<file path="config.mk">
export PLATFORM = sky130hd
export DESIGN_NAME = alu_seq
export DESIGN_NICKNAME = d
export VERILOG_FILES = /design/src/rtl/alu_pkg.sv /design/src/rtl/alu_seq.sv
export SDC_FILE = /design/constraint.sdc
export NUM_CORES = 1
export LEC_CHECK = 0
export BUFFER_PORTS_ARGS = -buffer_cell sky130_fd_sc_hd__buf_2
export CAP_MARGIN = 0
export CORE_MARGIN = 1
export CORE_UTILIZATION = 45
export CTS_CLUSTER_DIAMETER = 150
export CTS_CLUSTER_SIZE = 30
export DETAILED_ROUTE_END_ITERATION = 7
export PLACE_DENSITY = 0.78
export SYNTH_ARGS = -nofsm -noshare
export SYNTH_HDL_FRONTEND = slang
export SYNTH_SLANG_ARGS = --single-unit
</file>
<file path="constraint.sdc">
create_clock -name clk -period 1.7 [get_ports clk]
set_clock_uncertainty 0.1 [all_clocks]
set_input_delay 0.34 -clock clk [delete_from_list [all_inputs] [get_ports clk]]
set_output_delay 0.34 -clock clk [all_outputs]
set_load 0.02 [all_outputs]
</file>
<file path="src/rtl/alu_pkg.sv">
// Shared definitions for the ALU command sequencer: opcodes, FSM states and
// the opcode classification helper.
package alu_pkg;

    localparam logic [3:0] OP_NOP  = 4'b0000;
    localparam logic [3:0] OP_ADD  = 4'b0001;
    localparam logic [3:0] OP_SUB  = 4'b0010;
    localparam logic [3:0] OP_MUL  = 4'b0011;
    localparam logic [3:0] OP_DIV  = 4'b0100;
    localparam logic [3:0] OP_MOD  = 4'b0101;
    localparam logic [3:0] OP_AND  = 4'b0110;
    localparam logic [3:0] OP_OR   = 4'b0111;
    localparam logic [3:0] OP_NAND = 4'b1000;
    localparam logic [3:0] OP_NOR  = 4'b1001;
    localparam logic [3:0] OP_XNOR = 4'b1010;
    localparam logic [3:0] OP_XOR  = 4'b1011;
    localparam logic [3:0] OP_SHL  = 4'b1100;
    localparam logic [3:0] OP_SHR  = 4'b1101;
    localparam logic [3:0] OP_EQ   = 4'b1110;
    localparam logic [3:0] OP_NE   = 4'b1111;

    typedef enum logic [1:0] {
        ST_IDLE = 2'd0,
        ST_EXEC = 2'd1,
        ST_DONE = 2'd2
    } seq_state_t;

    // MUL and DIV are the multi-cycle paths through the ALU.
    function automatic logic is_muldiv(input logic [3:0] op);
        return (op == OP_MUL) || (op == OP_DIV);
    endfunction

endpackage

</file>
<file path="src/rtl/alu_seq.sv">
// Operand/command sequencer in front of the combinational ALU: registers the
// operands, waits the op's settling time, captures D/Cout with status flags.
module alu_seq
    import alu_pkg::*;
#(
    parameter int WIDTH         = 32,
    parameter int MULDIV_CYCLES = 4,
    parameter int BASIC_CYCLES  = 1
) (
    input  logic             clk,
    input  logic             rst,
    input  logic             cmd_valid,
    output logic             cmd_ready,
    input  logic [3:0]       cmd_op,
    input  logic [WIDTH-1:0] cmd_a,
    input  logic [WIDTH-1:0] cmd_b,
    input  logic             cmd_cin,
    output logic [WIDTH-1:0] A,
    output logic [WIDTH-1:0] B,
    output logic [3:0]       S,
    output logic             Cin,
    input  logic [WIDTH-1:0] D,
    input  logic             Cout,
    output logic             res_valid,
    input  logic             res_ready,
    output logic [WIDTH-1:0] res_data,
    output logic             res_cout,
    output logic             res_zero,
    output logic             res_neg,
    output logic             res_err
);

    localparam int MAXC = (MULDIV_CYCLES > BASIC_CYCLES) ? MULDIV_CYCLES : BASIC_CYCLES;
    localparam int CW   = (MAXC > 1) ? $clog2(MAXC) : 1;
    localparam logic [CW-1:0] MD_LOAD    = CW'(MULDIV_CYCLES - 1);
    localparam logic [CW-1:0] BASIC_LOAD = CW'(BASIC_CYCLES - 1);

    seq_state_t       r_state;
    logic [CW-1:0]    r_cnt;
    logic             r_nop;
    logic             r_dz;
    logic             r_cmd_ready;
    logic [WIDTH-1:0] r_a;
    logic [WIDTH-1:0] r_b;
    logic [3:0]       r_s;
    logic             r_cin;
    logic             r_res_valid;
    logic [WIDTH-1:0] r_res_data;
    logic             r_res_cout;
    logic             r_res_zero;
    logic             r_res_neg;
    logic             r_res_err;

    logic             w_accept;
    logic             w_dz_cmd;
    logic [CW-1:0]    w_load;
    logic [WIDTH-1:0] w_cap_data;
    logic             w_cap_cout;

    // Accept decode, counter preload and the value to capture at end of EXEC.
    always_comb begin
        w_accept   = cmd_valid & r_cmd_ready;
        w_dz_cmd   = (cmd_op == OP_DIV) && (cmd_b == {WIDTH{1'b0}});
        w_load     = BASIC_LOAD;
        w_cap_data = D;
        w_cap_cout = 1'b0;
        if (w_dz_cmd) begin
            w_load = {CW{1'b0}};
        end else if (is_muldiv(cmd_op)) begin
            w_load = MD_LOAD;
        end else begin
            w_load = BASIC_LOAD;
        end
        if (r_nop) begin
            w_cap_data = {WIDTH{1'b0}};
        end else if (r_dz) begin
            w_cap_data = {WIDTH{1'b1}};
        end else begin
            w_cap_data = D;
            w_cap_cout = ((r_s == OP_ADD) || (r_s == OP_SUB)) ? Cout : 1'b0;
        end
    end

    // Sequencer FSM, latency counter, ALU input registers and result capture.
    always_ff @(posedge clk) begin
        if (rst) begin
            r_state     <= ST_IDLE;
            r_cnt       <= {CW{1'b0}};
            r_nop       <= 1'b0;
            r_dz        <= 1'b0;
            r_cmd_ready <= 1'b0;
            r_a         <= {WIDTH{1'b0}};
            r_b         <= {WIDTH{1'b0}};
            r_s         <= 4'b0000;
            r_cin       <= 1'b0;
            r_res_valid <= 1'b0;
            r_res_data  <= {WIDTH{1'b0}};
            r_res_cout  <= 1'b0;
            r_res_zero  <= 1'b0;
            r_res_neg   <= 1'b0;
            r_res_err   <= 1'b0;
        end else begin
            case (r_state)
                ST_IDLE: begin
                    if (w_accept) begin
                        r_a         <= cmd_a;
                        r_b         <= cmd_b;
                        r_s         <= cmd_op;
                        r_cin       <= cmd_cin;
                        r_nop       <= (cmd_op == OP_NOP);
                        r_dz        <= w_dz_cmd;
                        r_cnt       <= w_load;
                        r_cmd_ready <= 1'b0;
                        r_state     <= ST_EXEC;
                    end else begin
                        r_cmd_ready <= 1'b1;
                    end
                end
                ST_EXEC: begin
                    if (r_cnt == {CW{1'b0}}) begin
                        r_res_data  <= w_cap_data;
                        r_res_cout  <= w_cap_cout;
                        r_res_zero  <= (w_cap_data == {WIDTH{1'b0}});
                        r_res_neg   <= w_cap_data[WIDTH-1];
                        r_res_err   <= r_dz;
                        r_res_valid <= 1'b1;
                        r_state     <= ST_DONE;
                    end else begin
                        r_cnt <= r_cnt - {{(CW-1){1'b0}}, 1'b1};
                    end
                end
                ST_DONE: begin
                    if (res_ready) begin
                        r_res_valid <= 1'b0;
                        r_cmd_ready <= 1'b1;
                        r_state     <= ST_IDLE;
                    end else begin
                        r_res_valid <= 1'b1;
                    end
                end
                default: begin
                    r_state     <= ST_IDLE;
                    r_cmd_ready <= 1'b0;
                    r_res_valid <= 1'b0;
                end
            endcase
        end
    end

    assign cmd_ready = r_cmd_ready;
    assign A         = r_a;
    assign B         = r_b;
    assign S         = r_s;
    assign Cin       = r_cin;
    assign res_valid = r_res_valid;
    assign res_data  = r_res_data;
    assign res_cout  = r_res_cout;
    assign res_zero  = r_res_zero;
    assign res_neg   = r_res_neg;
    assign res_err   = r_res_err;

endmodule

</file>
==> results.json <==
{
  "outcome": "finished clean",
  "cts_sinks": 112,
  "p_leak_nw": 2.62,
  "grt_util_all_layers_pct": 23.5,
  "ys_seq_area_share_pct": 51.1,
  "overflow": 0,
  "die_area_um2": 10200,
  "slew_headroom_pct": 68.9,
  "dieWidth_um": 101,
  "clk_latency_ns": 0.36,
  "critical_path.cell_chain": "inv_1 -> ha_2 -> and3_4 -> buf_12 -> nor3b_1 -> a31o_2",
  "slowest_stage": "dfxtp_1",
  "critPathLaunchType": "flip-flop",
  "arrival_ns": 1.75,
  "cp_slowest_stage_delay_ns": 0.33,
  "root_buffer": "clkbuf_8",
  "fp.coreArea_um2": 9330,
  "io_pins": 213,
  "multiInputGateArea_um2": 1940,
  "antennaDiodeCount": 0,
  "peakVddDrop_mv": 0.800,
  "r2r_start": "r_state[0]",
  "path_class": "reg2reg",
  "startpoint": "r_state[0]",
  "clkTransAtPathRegs_ns": 0.11,
  "required_ns": 1.86,
  "wl_um": 12000,
  "antenna_found_initial": 0,
  "r2r_slack_ns": 0.10,
  "setup_viol": 0,
  "dr.max_layer_used": "met4",
  "drive_gt1_share_pct": 33.2,
  "yosysMostFrequentCell": "nand2_1",
  "powerDensity_nw_per_um2": 1340,
  "cpLargestDelayFamily": "flip-flops",
  "path_buf_inv": 2,
  "hold-worst-slack_ns": 0.0997,
  "hpwl_um": 8850,
  "fin_crit_sh_pct": 93.9,
  "syn_nets": 683,
  "synth.distinct_cells": 36,
  "numCtsBuffers": 9,
  "ant_nets": 0,
  "yosys-top-cells-count": "nand2_1 (143), dfxtp_1 (112), a21oi_1 (106)",
  "yosysWarningCount": 0,
  "via_count": 4530,
  "worst_pin_slew_ns": 0.465,
  "drv_cap": 0,
  "reg2reg_depth": 6,
  "rsz0062_at_grt": "false",
  "drtPass1Iterations": 4,
  "met2_length_um": 5770,
  "initial_core_util_pct": 47.1,
  "synth_ff_type": "dfxtp_1",
  "instances_no_fill": 900,
  "synth-edff-count": 0,
  "slew_violations": 0,
  "htreeDepth": 3,
  "place_inst": 885,
  "yosys.area.top_type_share_pct": 51.1,
  "fmax_ghz": 0.627,
  "syn_to_final_growth_pct": 31.9,
  "crit_end": "r_dz",
  "netlist_top_cells_area": "dfxtp_1 (51%), nand2_1 (12%), a21oi_1 (12%)",
  "hold_violations": 0,
  "worstReg2RegEnd": "r_dz",
  "fill_cells": 854,
  "globalplace.congestion": 0.867,
  "wl_met3_um": 1020,
  "grt_pass1_wl_um": 18900,
  "drc": 0,
  "synthArstFlopShare_pct": 0,
  "io_buffers": 212,
  "grt_max_degree": 57,
  "syn_inst": 573,
  "min_period_ns": 1.60,
  "rows": 35,
  "synth-seq-cells": 112,
  "cp.depth": 6,
  "end_kind": "flip-flop",
  "cts_hold_buf": 0,
  "via_per_inst": 5.03,
  "grt_pass1_vias": 4185,
  "cts_tree": "built",
  "wl_met1_um": 4900,
  "min_path_type": "in2reg",
  "syn_area_um2": 4390,
  "syn_area_per_cell_um2": 7.66,
  "fin_nets": 877,
  "seq_area_um2": 2240,
  "tns_ns": 0,
  "finalPower_w": 0.00777,
  "path_max_fanout": 35,
  "yosysTopAreaCell": "dfxtp_1",
  "cts.path.max_buffers": 2,
  "hold_depth": 3,
  "post_drt_wl_per_cell_um": 13.3,
  "dieHeight_um": 101,
  "drt_iter0_drc": 181
}
==> routing by layer <==
metal	global-route usage (%)	vias to the layer above
li1	-	2296
met1	28.1	2010
met2	40.0	201
met3	7.14	23
met4	8.25	0
met5	0	-
==> registers in the layout, indices dropped and copies added (netlist names) <==
register / count
Cin: 1
A: 32
r_cnt: 2
r_dz: 1
cmd_ready: 1
res_cout: 1
res_zero: 1
res_err: 1
B: 32
r_nop: 1
r_state: 2
S: 4
res_data: 32
res_valid: 1
==> per-stage QoR <==
step	worst slack (ns)	cell area, µm²	utilization, %
finish	0.104	5790	62.1
global placement	0.106	5590	60.0
floorplan	0.172	4390	-
CTS	0.00963	5770	61.9
detailed placement	0.0209	5590	60.0
global route	0.00235	5790	62.1
==> how the worst min path moves through the flow <==
stage,startpoint,endpoint,slack (ns)
global placement,A[17],A[17],0.34
global route,cmd_a[2],A[2],0.07
floorplan,cmd_b[10],B[10],0.38
CTS,cmd_a[30],A[30],0.09
detailed placement,B[19],B[19],0.34
finish,cmd_a[2],A[2],0.1
==> where the power goes <==
group / leakage [nW] / total [W] / switching (W) / internal (W)
combinational: 1.61 / 0.00304 / 0.00192 / 0.00112
sequential: 0.910 / 0.00328 / 0.000228 / 0.00305
clock: 0.0935 / 0.00145 / 0.000873 / 0.000582
==> kinds of logic (layout without fill, tap and decap cells) <==
kind of cell	after synthesis	count (layout)	share of synthesized area, %
buffers and inverters	51	249	5.30
AOI/OAI and AO/OA	118	118	14.3
adders and majority gates	4	4	1.14
DFF	112	112	51.1
xor gates and xnor gates	1	1	0.199
and+or+nand+nor	286	286	27.7
muxes	1	1	0.228
==> final cells by class <==
| class | count | area share (%) |
|---|---|---|
| clock buffer | 10 | 2.38 |
| clock inverter | 5 | 0.691 |
| inverter | 7 | 0.454 |
| multi-input combinational | 410 | 33.6 |
| sequential | 112 | 38.7 |
| tap | 129 | 2.79 |
| timing repair buffer | 227 | 21.4 |
==> tightest hold or removal path, cell delays in order <==
cell     delay [ns]
buf_2          0.09
nand2_1        0.05
a21oi_1        0.05
==> cells in the final DEF, fill, tap and decap left out, types with 2 or more instances in the layout <==
master / instances
ha_2: 2
nor4_1: 16
nand4_1: 5
dfxtp_1: 111
nor2_2: 2
inv_1: 7
nor3_1: 34
buf_12: 5
clkbuf_8: 10
nor2_1: 70
o221ai_1: 2
o32ai_1: 2
a21oi_1: 106
nand3_1: 5
inv_6: 3
ha_1: 2
nand2_1: 142
buf_2: 211
buf_4: 11
==> repair_timing <==
action                     4_1_cts  5_1_grt
pin swaps                        0        1
resized for setup                1        6
setup endpoints to repair        1       15
buffers inserted                 0        0
No activity file was read; power rests on OpenSTA's default activity.
